[config.mk]
export PLATFORM = sky130hd
export DESIGN_NAME = ingress_rdreq_dispatch_flat
export DESIGN_NICKNAME = d
export VERILOG_FILES = /design/src/rtl/ingress_rdreq_dispatch_if.sv /design/src/rtl/ingress_rdreq_dispatch.sv /design/src/flat_wrapper.sv
export SDC_FILE = /design/constraint.sdc
export NUM_CORES = 1
export LEC_CHECK = 0
export BUFFER_PORTS_ARGS = -buffer_cell sky130_fd_sc_hd__buf_4
export CAP_MARGIN = 30
export CELL_PAD_IN_SITES_DETAIL_PLACEMENT = 1
export CELL_PAD_IN_SITES_GLOBAL_PLACEMENT = 2
export CORE_MARGIN = 8
export CORE_UTILIZATION = 32
export CTS_BUF_LIST = sky130_fd_sc_hd__clkbuf_4
export CTS_CLUSTER_SIZE = 16
export DETAILED_ROUTE_END_ITERATION = 8
export HOLD_SLACK_MARGIN = 0.12
export PLACE_DENSITY = 0.88
export SYNTH_ARGS = -nofsm -noshare
export SYNTH_HDL_FRONTEND = slang
export SYNTH_SLANG_ARGS = --single-unit
export TNS_END_PERCENT = 5
[constraint.sdc]
create_clock -name clk -period 3.6 [get_ports clk]
set_input_delay 0.72 -clock clk [delete_from_list [all_inputs] [get_ports clk]]
set_output_delay 0.72 -clock clk [all_outputs]
set_load 0.02 [all_outputs]
[src/rtl/ingress_rdreq_dispatch_if.sv]
// -----------------------------------------------------------------------------
// Shared types and port bundles for ingress_rdreq_dispatch.
//
// ingress_rdreq_pkg : parsed TLP header type and default ingress data width.
// rdreq_in_if       : header stream from the ingress pre-parser
//                     (data, keep, meta, valid -> ; <- rdy).
// rd_req_out_if     : decoded request stream toward action/completion logic
//                     (valid, tdest, cpl_ctx, err -> ; <- rdy).
// master drives the payload and valid, slave drives rdy.
// -----------------------------------------------------------------------------
package ingress_rdreq_pkg;
   localparam int PCIE_DATA_WIDTH = 256;

   typedef struct packed {
      logic [63:0] address;
      logic [9:0]  length;
      logic [15:0] req_id;
      logic [7:0]  tag;
      logic [2:0]  tc;
      logic [1:0]  attr;
   } tlp_head_t;
endpackage

interface rdreq_in_if #(
   parameter int DATA_W = ingress_rdreq_pkg::PCIE_DATA_WIDTH
);
   logic [DATA_W-1:0]          rdreq_data;
   logic [DATA_W/32-1:0]       rdreq_keep;
   ingress_rdreq_pkg::tlp_head_t rdreq_meta;
   logic                       rdreq_valid;
   logic                       rdreq_rdy;

   modport master (output rdreq_data, rdreq_keep, rdreq_meta, rdreq_valid,
                   input  rdreq_rdy);
   modport slave  (input  rdreq_data, rdreq_keep, rdreq_meta, rdreq_valid,
                   output rdreq_rdy);
endinterface

interface rd_req_out_if #(
   parameter int CHNL_W = 4
);
   logic                rd_req_valid;
   logic                rd_req_rdy;
   logic [5+CHNL_W-1:0] rd_tdest;
   logic [35:0]         rd_cpl_ctx;
   logic                rd_err;

   modport master (output rd_req_valid, rd_tdest, rd_cpl_ctx, rd_err,
                   input  rd_req_rdy);
   modport slave  (input  rd_req_valid, rd_tdest, rd_cpl_ctx, rd_err,
                   output rd_req_rdy);
endinterface

[src/rtl/ingress_rdreq_dispatch.sv]
// -----------------------------------------------------------------------------
// ingress_rdreq_dispatch
//
// Decodes memory-read TLP headers into a {reg, action, channel} destination,
// stores decode + completion context in a small FIFO and presents the FIFO
// head on a valid/ready stream. Outstanding reads are capped by a credit
// counter. Malformed reads are flagged (rd_err) rather than dropped so every
// read still gets a completion.
//
// Ports:
//   clk, rst_n    : clock, asynchronous active-low reset
//   rdreq         : rdreq_in_if.slave   - header stream in
//   rd_req        : rd_req_out_if.master - decoded request stream out
//   rd_done       : one-cycle pulse per completion sent (returns a credit)
//   inflight      : accepted-but-not-completed read count
//   err_underflow : sticky, rd_done seen with inflight == 0
// -----------------------------------------------------------------------------
module ingress_rdreq_dispatch
   import ingress_rdreq_pkg::*;
#(
   parameter int CHNL_W     = 4,
   parameter int CHNL_NUM   = 12,
   parameter int FIFO_DEPTH = 4,
   parameter int MAX_OUT    = 8,
   parameter int DATA_W     = PCIE_DATA_WIDTH
) (
   input  logic                         clk,
   input  logic                         rst_n,
   rdreq_in_if.slave                    rdreq,
   rd_req_out_if.master                 rd_req,
   input  logic                         rd_done,
   output logic [$clog2(MAX_OUT+1)-1:0] inflight,
   output logic                         err_underflow
);
   localparam int TDEST_W = 5 + CHNL_W;
   localparam int CTX_W   = 16 + 8 + 7 + 3 + 2;
   localparam int ENTRY_W = 1 + TDEST_W + CTX_W;
   localparam int PTR_W   = $clog2(FIFO_DEPTH);
   localparam int CNT_W   = $clog2(FIFO_DEPTH + 1);
   localparam int INF_W   = $clog2(MAX_OUT + 1);

   tlp_head_t            meta;
   logic [3:0]           offset;
   logic [CHNL_W-1:0]    chan;
   logic [2:0]           dec_reg;
   logic [1:0]           dec_action;
   logic                 dec_known;
   logic                 dec_global;
   logic                 dec_err;
   logic [TDEST_W-1:0]   dec_tdest;
   logic [CTX_W-1:0]     dec_ctx;
   logic [ENTRY_W-1:0]   entry_in;

   logic [ENTRY_W-1:0]   mem [FIFO_DEPTH];
   logic [PTR_W-1:0]     wr_ptr_reg;
   logic [PTR_W-1:0]     rd_ptr_reg;
   logic [CNT_W-1:0]     count_reg;
   logic [CNT_W-1:0]     count_next;
   logic                 out_valid_reg;
   logic [ENTRY_W-1:0]   out_entry_reg;
   logic                 ready_en_reg;
   logic [INF_W-1:0]     inflight_reg;
   logic [INF_W-1:0]     inflight_next;
   logic                 underflow_reg;
   logic                 underflow_next;
   logic                 push;
   logic                 pop;
   logic                 load;

   // Header-only requests: payload and the address bits outside [6+CHNL_W-1:2]
   // carry no information for this block.
   logic [DATA_W-1:0]    data_unused;
   logic [DATA_W/32-1:0] keep_unused;
   logic                 addr_unused;
   assign data_unused = rdreq.rdreq_data;
   assign keep_unused = rdreq.rdreq_keep;
   assign addr_unused = ^{meta.address[63:6+CHNL_W], meta.address[1:0]};

   assign meta   = rdreq.rdreq_meta;
   assign offset = meta.address[5:2];
   assign chan   = meta.address[6 +: CHNL_W];

   // ---------------------------------------------------------------- decode
   always_comb begin
      dec_known  = 1'b1;
      dec_global = 1'b0;
      dec_action = 2'b00;
      dec_reg    = 3'b000;
      unique case (offset)
         4'b1000: begin dec_action = 2'b00; dec_reg = 3'b000; end
         4'b1001: begin dec_action = 2'b00; dec_reg = 3'b001; end
         4'b1110: begin dec_action = 2'b00; dec_reg = 3'b010; end
         4'b1101: begin dec_action = 2'b01; dec_reg = 3'b010; end
         4'b1010: begin dec_action = 2'b10; dec_reg = 3'b000; dec_global = 1'b1; end
         4'b1011: begin dec_action = 2'b10; dec_reg = 3'b001; dec_global = 1'b1; end
         4'b1100: begin dec_action = 2'b10; dec_reg = 3'b010; dec_global = 1'b1; end
         4'b1111: begin dec_action = 2'b10; dec_reg = 3'b011; dec_global = 1'b1; end
         default: dec_known = 1'b0;   // 0000-0111 are write-only registers
      endcase

      // Global registers ignore the channel field, so only per-channel
      // registers are range-checked.
      dec_err = !dec_known
              || (!dec_global && (32'(chan) >= CHNL_NUM))
              || (meta.length != 10'd1);

      if (dec_err) begin
         dec_tdest = {3'b111, 2'b11, {CHNL_W{1'b0}}};
      end else begin
         dec_tdest = {dec_reg, dec_action, dec_global ? {CHNL_W{1'b0}} : chan};
      end
   end

   assign dec_ctx  = {meta.req_id, meta.tag, meta.address[6:2], 2'b00, meta.tc, meta.attr};
   assign entry_in = {dec_err, dec_tdest, dec_ctx};

   // ------------------------------------------------------------ handshakes
   // Readiness depends only on registered state; the consumer's ready never
   // reaches rdreq_rdy combinationally.
   assign rdreq.rdreq_rdy = ready_en_reg
                          && (count_reg < CNT_W'(FIFO_DEPTH))
                          && (inflight_reg < INF_W'(MAX_OUT));
   assign push = rdreq.rdreq_valid && rdreq.rdreq_rdy;
   assign pop  = out_valid_reg && rd_req.rd_req_rdy;

   // count_reg includes the entry sitting in the output register, so the
   // total number of queued requests never exceeds FIFO_DEPTH. Entries still
   // in the array = count_reg - out_valid_reg; the head register reloads from
   // the array whenever it is empty or being popped.
   assign load = (count_reg > CNT_W'(out_valid_reg)) && (!out_valid_reg || rd_req.rd_req_rdy);

   always_comb begin
      count_next = count_reg;
      unique case ({push, pop})
         2'b10:   count_next = count_reg + 1'b1;
         2'b01:   count_next = count_reg - 1'b1;
         default: count_next = count_reg;
      endcase
   end

   always_comb begin
      inflight_next  = inflight_reg;
      underflow_next = underflow_reg;
      unique case ({push, rd_done})
         2'b10: inflight_next = inflight_reg + 1'b1;
         2'b01: begin
            if (inflight_reg == '0) underflow_next = 1'b1;
            else                    inflight_next  = inflight_reg - 1'b1;
         end
         2'b11: begin
            if (inflight_reg == '0) underflow_next = 1'b1;
         end
         default: ;
      endcase
   end

   // ---------------------------------------------------------- FIFO storage
   // No reset on the array: contents are only meaningful below count_reg.
   always_ff @(posedge clk) begin
      if (push) begin
         mem[wr_ptr_reg] <= entry_in;
      end
   end

   always_ff @(posedge clk or negedge rst_n) begin
      if (!rst_n) begin
         ready_en_reg  <= 1'b0;
         wr_ptr_reg    <= '0;
         rd_ptr_reg    <= '0;
         count_reg     <= '0;
         out_valid_reg <= 1'b0;
         out_entry_reg <= '0;
         inflight_reg  <= '0;
         underflow_reg <= 1'b0;
      end else begin
         ready_en_reg  <= 1'b1;
         count_reg     <= count_next;
         inflight_reg  <= inflight_next;
         underflow_reg <= underflow_next;
         if (push) begin
            wr_ptr_reg <= wr_ptr_reg + 1'b1;
         end
         if (load) begin
            out_valid_reg <= 1'b1;
            out_entry_reg <= mem[rd_ptr_reg];
            rd_ptr_reg    <= rd_ptr_reg + 1'b1;
         end else if (pop) begin
            out_valid_reg <= 1'b0;
         end
      end
   end

   // ---------------------------------------------------------------- outputs
   assign rd_req.rd_req_valid = out_valid_reg;
   assign rd_req.rd_err       = out_entry_reg[ENTRY_W-1];
   assign rd_req.rd_tdest     = out_entry_reg[CTX_W +: TDEST_W];
   assign rd_req.rd_cpl_ctx   = out_entry_reg[CTX_W-1:0];
   assign inflight            = inflight_reg;
   assign err_underflow       = underflow_reg;

endmodule

[src/flat_wrapper.sv]
// flat-port wrapper written by rule: the top's interface ports become plain ports
module ingress_rdreq_dispatch_flat import ingress_rdreq_pkg::*;
#(
   parameter int CHNL_W     = 4,
   parameter int CHNL_NUM   = 12,
   parameter int FIFO_DEPTH = 4,
   parameter int MAX_OUT    = 8,
   parameter int DATA_W     = PCIE_DATA_WIDTH
)
  (clk, rst_n, rd_done, inflight, err_underflow, rdreq_rdreq_data, rdreq_rdreq_keep, rdreq_rdreq_meta, rdreq_rdreq_valid, rdreq_rdreq_rdy, rd_req_rd_req_valid, rd_req_rd_tdest, rd_req_rd_cpl_ctx, rd_req_rd_err, rd_req_rd_req_rdy);
  rdreq_in_if #(.DATA_W(DATA_W)) rdreq_i ();
  rd_req_out_if #(.CHNL_W(CHNL_W)) rd_req_i ();
  input  logic clk;
  input  logic rst_n;
  input  logic rd_done;
  output logic [$clog2(MAX_OUT+1)-1:0] inflight;
  output logic err_underflow;
  input wire logic [$bits(rdreq_i.rdreq_data)-1:0] rdreq_rdreq_data;
  input wire logic [$bits(rdreq_i.rdreq_keep)-1:0] rdreq_rdreq_keep;
  input wire logic [$bits(rdreq_i.rdreq_meta)-1:0] rdreq_rdreq_meta;
  input wire logic [$bits(rdreq_i.rdreq_valid)-1:0] rdreq_rdreq_valid;
  output wire logic [$bits(rdreq_i.rdreq_rdy)-1:0] rdreq_rdreq_rdy;
  output wire logic [$bits(rd_req_i.rd_req_valid)-1:0] rd_req_rd_req_valid;
  output wire logic [$bits(rd_req_i.rd_tdest)-1:0] rd_req_rd_tdest;
  output wire logic [$bits(rd_req_i.rd_cpl_ctx)-1:0] rd_req_rd_cpl_ctx;
  output wire logic [$bits(rd_req_i.rd_err)-1:0] rd_req_rd_err;
  input wire logic [$bits(rd_req_i.rd_req_rdy)-1:0] rd_req_rd_req_rdy;
  assign rdreq_i.rdreq_data = rdreq_rdreq_data;
  assign rdreq_i.rdreq_keep = rdreq_rdreq_keep;
  assign rdreq_i.rdreq_meta = rdreq_rdreq_meta;
  assign rdreq_i.rdreq_valid = rdreq_rdreq_valid;
  assign rdreq_rdreq_rdy = rdreq_i.rdreq_rdy;
  assign rd_req_rd_req_valid = rd_req_i.rd_req_valid;
  assign rd_req_rd_tdest = rd_req_i.rd_tdest;
  assign rd_req_rd_cpl_ctx = rd_req_i.rd_cpl_ctx;
  assign rd_req_rd_err = rd_req_i.rd_err;
  assign rd_req_i.rd_req_rdy = rd_req_rd_req_rdy;
  ingress_rdreq_dispatch #(.CHNL_W(CHNL_W), .CHNL_NUM(CHNL_NUM), .FIFO_DEPTH(FIFO_DEPTH), .MAX_OUT(MAX_OUT), .DATA_W(DATA_W)) u_core (.clk(clk), .rst_n(rst_n), .rdreq(rdreq_i), .rd_req(rd_req_i), .rd_done(rd_done), .inflight(inflight), .err_underflow(err_underflow));
endmodule
# Yosys cells after proc, flatten, opt, wreduce, memory -nomap -nowiden

Memory sizes are Yosys's and may differ from the RTL's. A register that Yosys moved wholly into a read port is not among the register bits.
Index checks and enable logic that the tools add are counted.

Flip-flop bits (word level): 60
Memory bits (writable): 176
Bits of input ports: 372
Output and inout port bits: 53
Logic and storage cells: 71
Memories kept: 1

Memory list:

| name       | words | width | rd ports | clocked after Yosys merged registers in | wr ports | RTL line                     | RTL |
|---|---|---|---|---|---|---|---|
| u_core.mem | 4     | 44    | 1        | 1                                       | 1        | ingress_rdreq_dispatch.sv:54 | `logic [ENTRY_W-1:0] mem [FIFO_DEPTH];` |

$add $sub $neg: 6
Order comparisons: 4
Equal/unequal tests: 15
Mux-type cells: 13
Reductions and logical operators: 24

Operators by type and width:

| kind                                                     | count |
|---|---|
| == test 4 bit, second input constant                     | 8 |
| inequality test 10 x 1 -> 1 bit, second input constant   | 1 |
| two-way mux 9 bit                                        | 1 |
| two-way mux 4 bit                                        | 2 |
| case mux 4 bit (2 select lines)                          | 1 |
| OR reduction 8 bit                                       | 1 |
| == test 2 bit, second input constant                     | 3 |
| logical AND 1 bit                                        | 6 |
| two-way mux 1 bit                                        | 6 |
| case mux 2 bit (3 select lines)                          | 1 |
| case mux 3 bit (2 select lines)                          | 1 |
| nonzero test 2 bit                                       | 3 |
| adder 2 x 1 -> 2 bit, second input constant              | 2 |
| adder 4 x 1 -> 4 bit, second input constant              | 1 |
| == test 2 x 1 -> 1 bit, second input constant            | 2 |
| greater-or-equal comparator 4 bit, second input constant | 1 |
| zero test 1 bit                                          | 4 |
| zero test 4 bit                                          | 1 |
| less-than comparator 4 bit, second input constant        | 1 |
| case mux 2 bit (2 select lines)                          | 1 |
| AND reduction 2 bit                                      | 2 |
| OR reduction 2 bit                                       | 2 |
| OR reduction 4 bit                                       | 1 |
| subtractor 4 x 1 -> 4 bit, second input constant         | 1 |
| other kinds (7)                                          | 9 |

# Logic depth before layout (Yosys ltp)

Depth in word-level cells: 8
Gate-level depth with buffers: 8
Depth with buffers taken out: 8

# Least setup slack after synthesis

OpenSTA, ideal clock, no wires.

Path kind: input-to-reg
Start: input rdreq_rdreq_valid
End: memory u_core.mem[0][0] (netlist bit) (enable)
Setup time: 0.405 ns
Arrival: 2.330 ns
Data required time: 3.195 ns
Setup slack: 0.866 ns
Stages: 3
Buffers on the path: 1
Cells stage by stage: and4bb_4 clkbuf_1 and2_1

Word-level cells in the longest chain between the ends: 3

Ends and longest elaborated chain:

| item                                    | RTL line                      | RTL |
|---|---|---|
| from (decl)                             | flat_wrapper.sv:21            | `input wire logic [$bits(rdreq_i.rdreq_valid)-1:0] rdreq_rdreq_valid;` |
| logical AND 1 bit                       | ingress_rdreq_dispatch.sv:123 | `assign push = rdreq.rdreq_valid && rdreq.rdreq_rdy;` |
| two-way mux 1 bit                       | ingress_rdreq_dispatch.sv:160 | `if (push) begin` |
| two-way mux 1 bit (not written as such) | ingress_rdreq_dispatch.sv:161 | `mem[wr_ptr_reg] <= entry_in;` |
| to (decl)                               | ingress_rdreq_dispatch.sv:54  |  |

No other way between the ends.

# Worst setup path in the final report

Start: register u_core.count_reg[2]
End: output rdreq_rdreq_rdy

Word-level cells in the longest chain between the ends: 3

Ends and longest elaborated chain:

| item                       | RTL line                      | RTL |
|---|---|---|
| from (decl)                | ingress_rdreq_dispatch.sv:57  | `logic [CNT_W-1:0] count_reg;` |
| from (signal assigned)     | ingress_rdreq_dispatch.sv:177 | `count_reg <= count_next;` |
| less-than comparator 3 bit | ingress_rdreq_dispatch.sv:121 | `&& (count_reg < CNT_W'(FIFO_DEPTH))` |
| logical AND 1 bit          | ingress_rdreq_dispatch.sv:121 |  |
| logical AND 1 bit          | ingress_rdreq_dispatch.sv:122 | `&& (inflight_reg < INF_W'(MAX_OUT));` |
| to (decl)                  | flat_wrapper.sv:22            | `output wire logic [$bits(rdreq_i.rdreq_rdy)-1:0] rdreq_rdreq_rdy;` |

No other way between the ends.

==> flow_metrics.py <==
metrics = {
    "run_status": {
        "outcome": "finished, final reports clean",
    },
    "worst_setup_path": {
        "r2r_cells": 6,
        "rrSetupSlack_ns": 1.41,
        "startpoint_type": "register",
        "worstPathArrival_ns": 1.52,
        "path_max_fanout": 5,
        "reg2reg_to": "u_core.inflight[2]",
        "cp-startpoint": "u_core.count_reg[2]",
        "r2r_start": "u_core.inflight[3]",
        "critPathKind": "register to output pin",
        "required_ns": 2.88,
        "crit_path_end_kind": "output pin",
    },
    "detailed_routing": {
        "dr.pass1.iters": 4,
        "vias": 4559,
        "wire_per_inst_um": 20.5,
        "met3_length_mm": 1.32,
        "routed_wl_mm": 19.6,
        "final_antenna_net_count": 0,
        "wl_met1_mm": 8.01,
        "drcViolationCount": 0,
        "first_iter_violations": 250,
        "route.met2.wl_mm": 9.96,
        "top_layer": "met5",
        "routed_via_density": 4.75,
    },
    "floorplanning": {
        "dieArea_um2": 33000,
        "initial_core_util_pct": 32.6,
        "io-pin-count": 425,
        "core-area_um2": 27000,
        "num_rows": 60,
        "die_w_um": 182,
        "die_y_um": 182,
    },
    "sta": {
        "fmax_ghz": 0.446,
        "rsz0062_at_grt": "no",
        "setup_tns_ns": 0,
        "setup_violations": 0,
        "period_minus_slack_ns": 2.24,
        "finalHoldViolCount": 0,
        "maxSlewViolCount": 0,
        "holdWs_ns": 0.164,
        "period_share_pct": 62.3,
        "worst_slack_ns": 1.36,
        "tightest_slew_ns": 0.875,
        "max_slew_margin_pct": 41.7,
        "skew_ns": 0.0679,
    },
    "hold_path": {
        "hold_class": "input port to asynchronous set/reset pin",
    },
    "cts": {
        "root_buffer": "clkbuf_4",
        "cts_buffers": 59,
        "clk-insertion-delay-late_ns": 0.69,
        "postCtsSetupRepairBufs": 0,
        "cts_tree": "done",
        "clkTransAtPathRegs_ns": 0.07,
        "cts.path.max_buffers": 3,
        "hold_buffers": 0,
        "cts_resized": 0,
        "cts_num_sinks": 229,
        "htreeDepth": 2,
    },
    "finish": {
        "fillers": 2678,
        "drive_above_1_share_pct": 48.3,
        "largest_reg_flops": 172,
        "final_area_um2": 10700,
        "area_growth_pct": 22.2,
        "nets": 950,
        "finish.utilization_pct": 39.8,
        "diodes": 0,
    },
    "synthesis": {
        "synthTopCellsByArea": "edfxtp_1 59%, dfrtp_1 16%, mux4_2 11%, mux2_2 5.6%, ha_1 1.0%",
        "synth_area_um2": 8780,
        "synth_edf_count": 172,
        "synth.distinct_cells": 42,
        "ys_seq_area_share_pct": 75.1,
        "synth.top_cell.area_share_pct": 58.8,
        "synthCells": 419,
        "ys_warn_count": 0,
        "ys_seq_elements": 229,
        "synth_flop_cell": "edfxtp_1",
        "async_reset_ff_share_pct": 24.9,
        "synth_top_cell_by_area": "edfxtp_1",
        "synth_area_per_cell_um2": 21.0,
    },
    "grt": {
        "antenna_found_initial": 1,
        "grt.overflow.total": 0,
        "grt_pass1_vias": 5386,
        "grt_pass1_wl_mm": 30.8,
        "grt_max_degree": 58,
        "grt.total_usage_pct": 12.1,
    },
    "pwr": {
        "leakagePower_nw": 3.94,
        "cellPowerDensity_nw_per_um2": 752,
        "ir_drop_uv": 336,
    },
    "placed_design": {
        "pre_cts_ws_ns": 1.17,
        "dpl-instance-area_um2": 9980,
        "gp_congestion": 0.704,
        "dp_hpwl_mm": 12.2,
        "numPortBuffers": 102,
    },
    "job": {
        "cap_violations": 0,
    },
}
==> worst max path at each step <==
stage                              end  cells past startpoint
global placement      u_core.mem[2][4]                      4
detailed placement  u_core.inflight[2]                      7
global route           rdreq_rdreq_rdy                      2
CTS                    rdreq_rdreq_rdy                      2
floorplan             u_core.mem[0][0]                      3
finish                 rdreq_rdreq_rdy                      2
==> layout by cell type (no fill, tap or decap), drive strengths merged, types with 7 or more instances in the layout <==
| cell type | n |
|---|---|
| nand2 | 10 |
| inv | 8 |
| edfxtp | 172 |
| clkinv | 29 |
| clkbuf | 79 |
| mux4 | 43 |
| mux2 | 44 |
| ha | 7 |
| buf | 109 |
| dfrtp | 57 |
==> synthesized netlist by cell type, drive strengths merged (3+ instances only) <==
cell type and n:
and2 5, buf 18, dfrtp 57, edfxtp 172
ha 7, inv 7, mux2 44, mux4 43
nand2 10, nand2b 4, nand3 3, nand3b 3
nor2 3, or2 3, xnor2 5, xor2 3
==> routing by layer <==
| metal | global-route usage (%) | vias up |
|---|---|---|
| met5 | 0 | - |
| met4 | 4.30 | 2 |
| met3 | 4.13 | 37 |
| met2 | 20.8 | 146 |
| met1 | 13.8 | 2360 |
| li1 | - | 2014 |
==> layout make-up <==
| class | instances | area [µm²] | area share (%) |
|---|---|---|---|
| Clock buffer | 79 | 593 | 5.53 |
| Inverter | 7 | 26.3 | 0.245 |
| Multi-Input combinational cell | 164 | 2040 | 19.0 |
| Tap cell | 341 | 427 | 3.97 |
| Timing Repair Buffer | 109 | 913 | 8.51 |
| Clock inverter | 31 | 134 | 1.25 |
| Sequential cell | 229 | 6600 | 61.5 |
==> kinds of logic after synthesis <==
| kind of cell | Yosys count | synth area share [%] |
|---|---|---|
| flops | 229 | 75.1 |
| mux | 88 | 16.8 |
| simple gates | 44 | 3.16 |
| buf+inv | 27 | 1.77 |
| compound gates | 13 | 1.11 |
| fa+ha+maj | 8 | 1.23 |
| xor+xnor | 8 | 0.798 |
| other cells | 2 | 0.0855 |
==> metrics by stage <==
step | power, mW | instances
finish | 8.07 | 960
global route | 8.56 | 960
CTS | 8.23 | 959
detailed placement | 6.08 | 849
global placement | 5.94 | 848
floorplan | 5.14 | 420
==> power by group <==
group	switching (mW)	leakage, nW	internal (mW)
clock	1.07	0.430	1.04
combinational	1.17	1.28	1.29
sequential	0.314	2.24	3.20
total	2.55	3.94	5.53
==> critical path, stage by stage (launching register included) <==
cell and delay, ns:
dfrtp_1 0.44, nor3b_1 0.26, buf_4 0.19
Power figures use the tool's default switching activity.
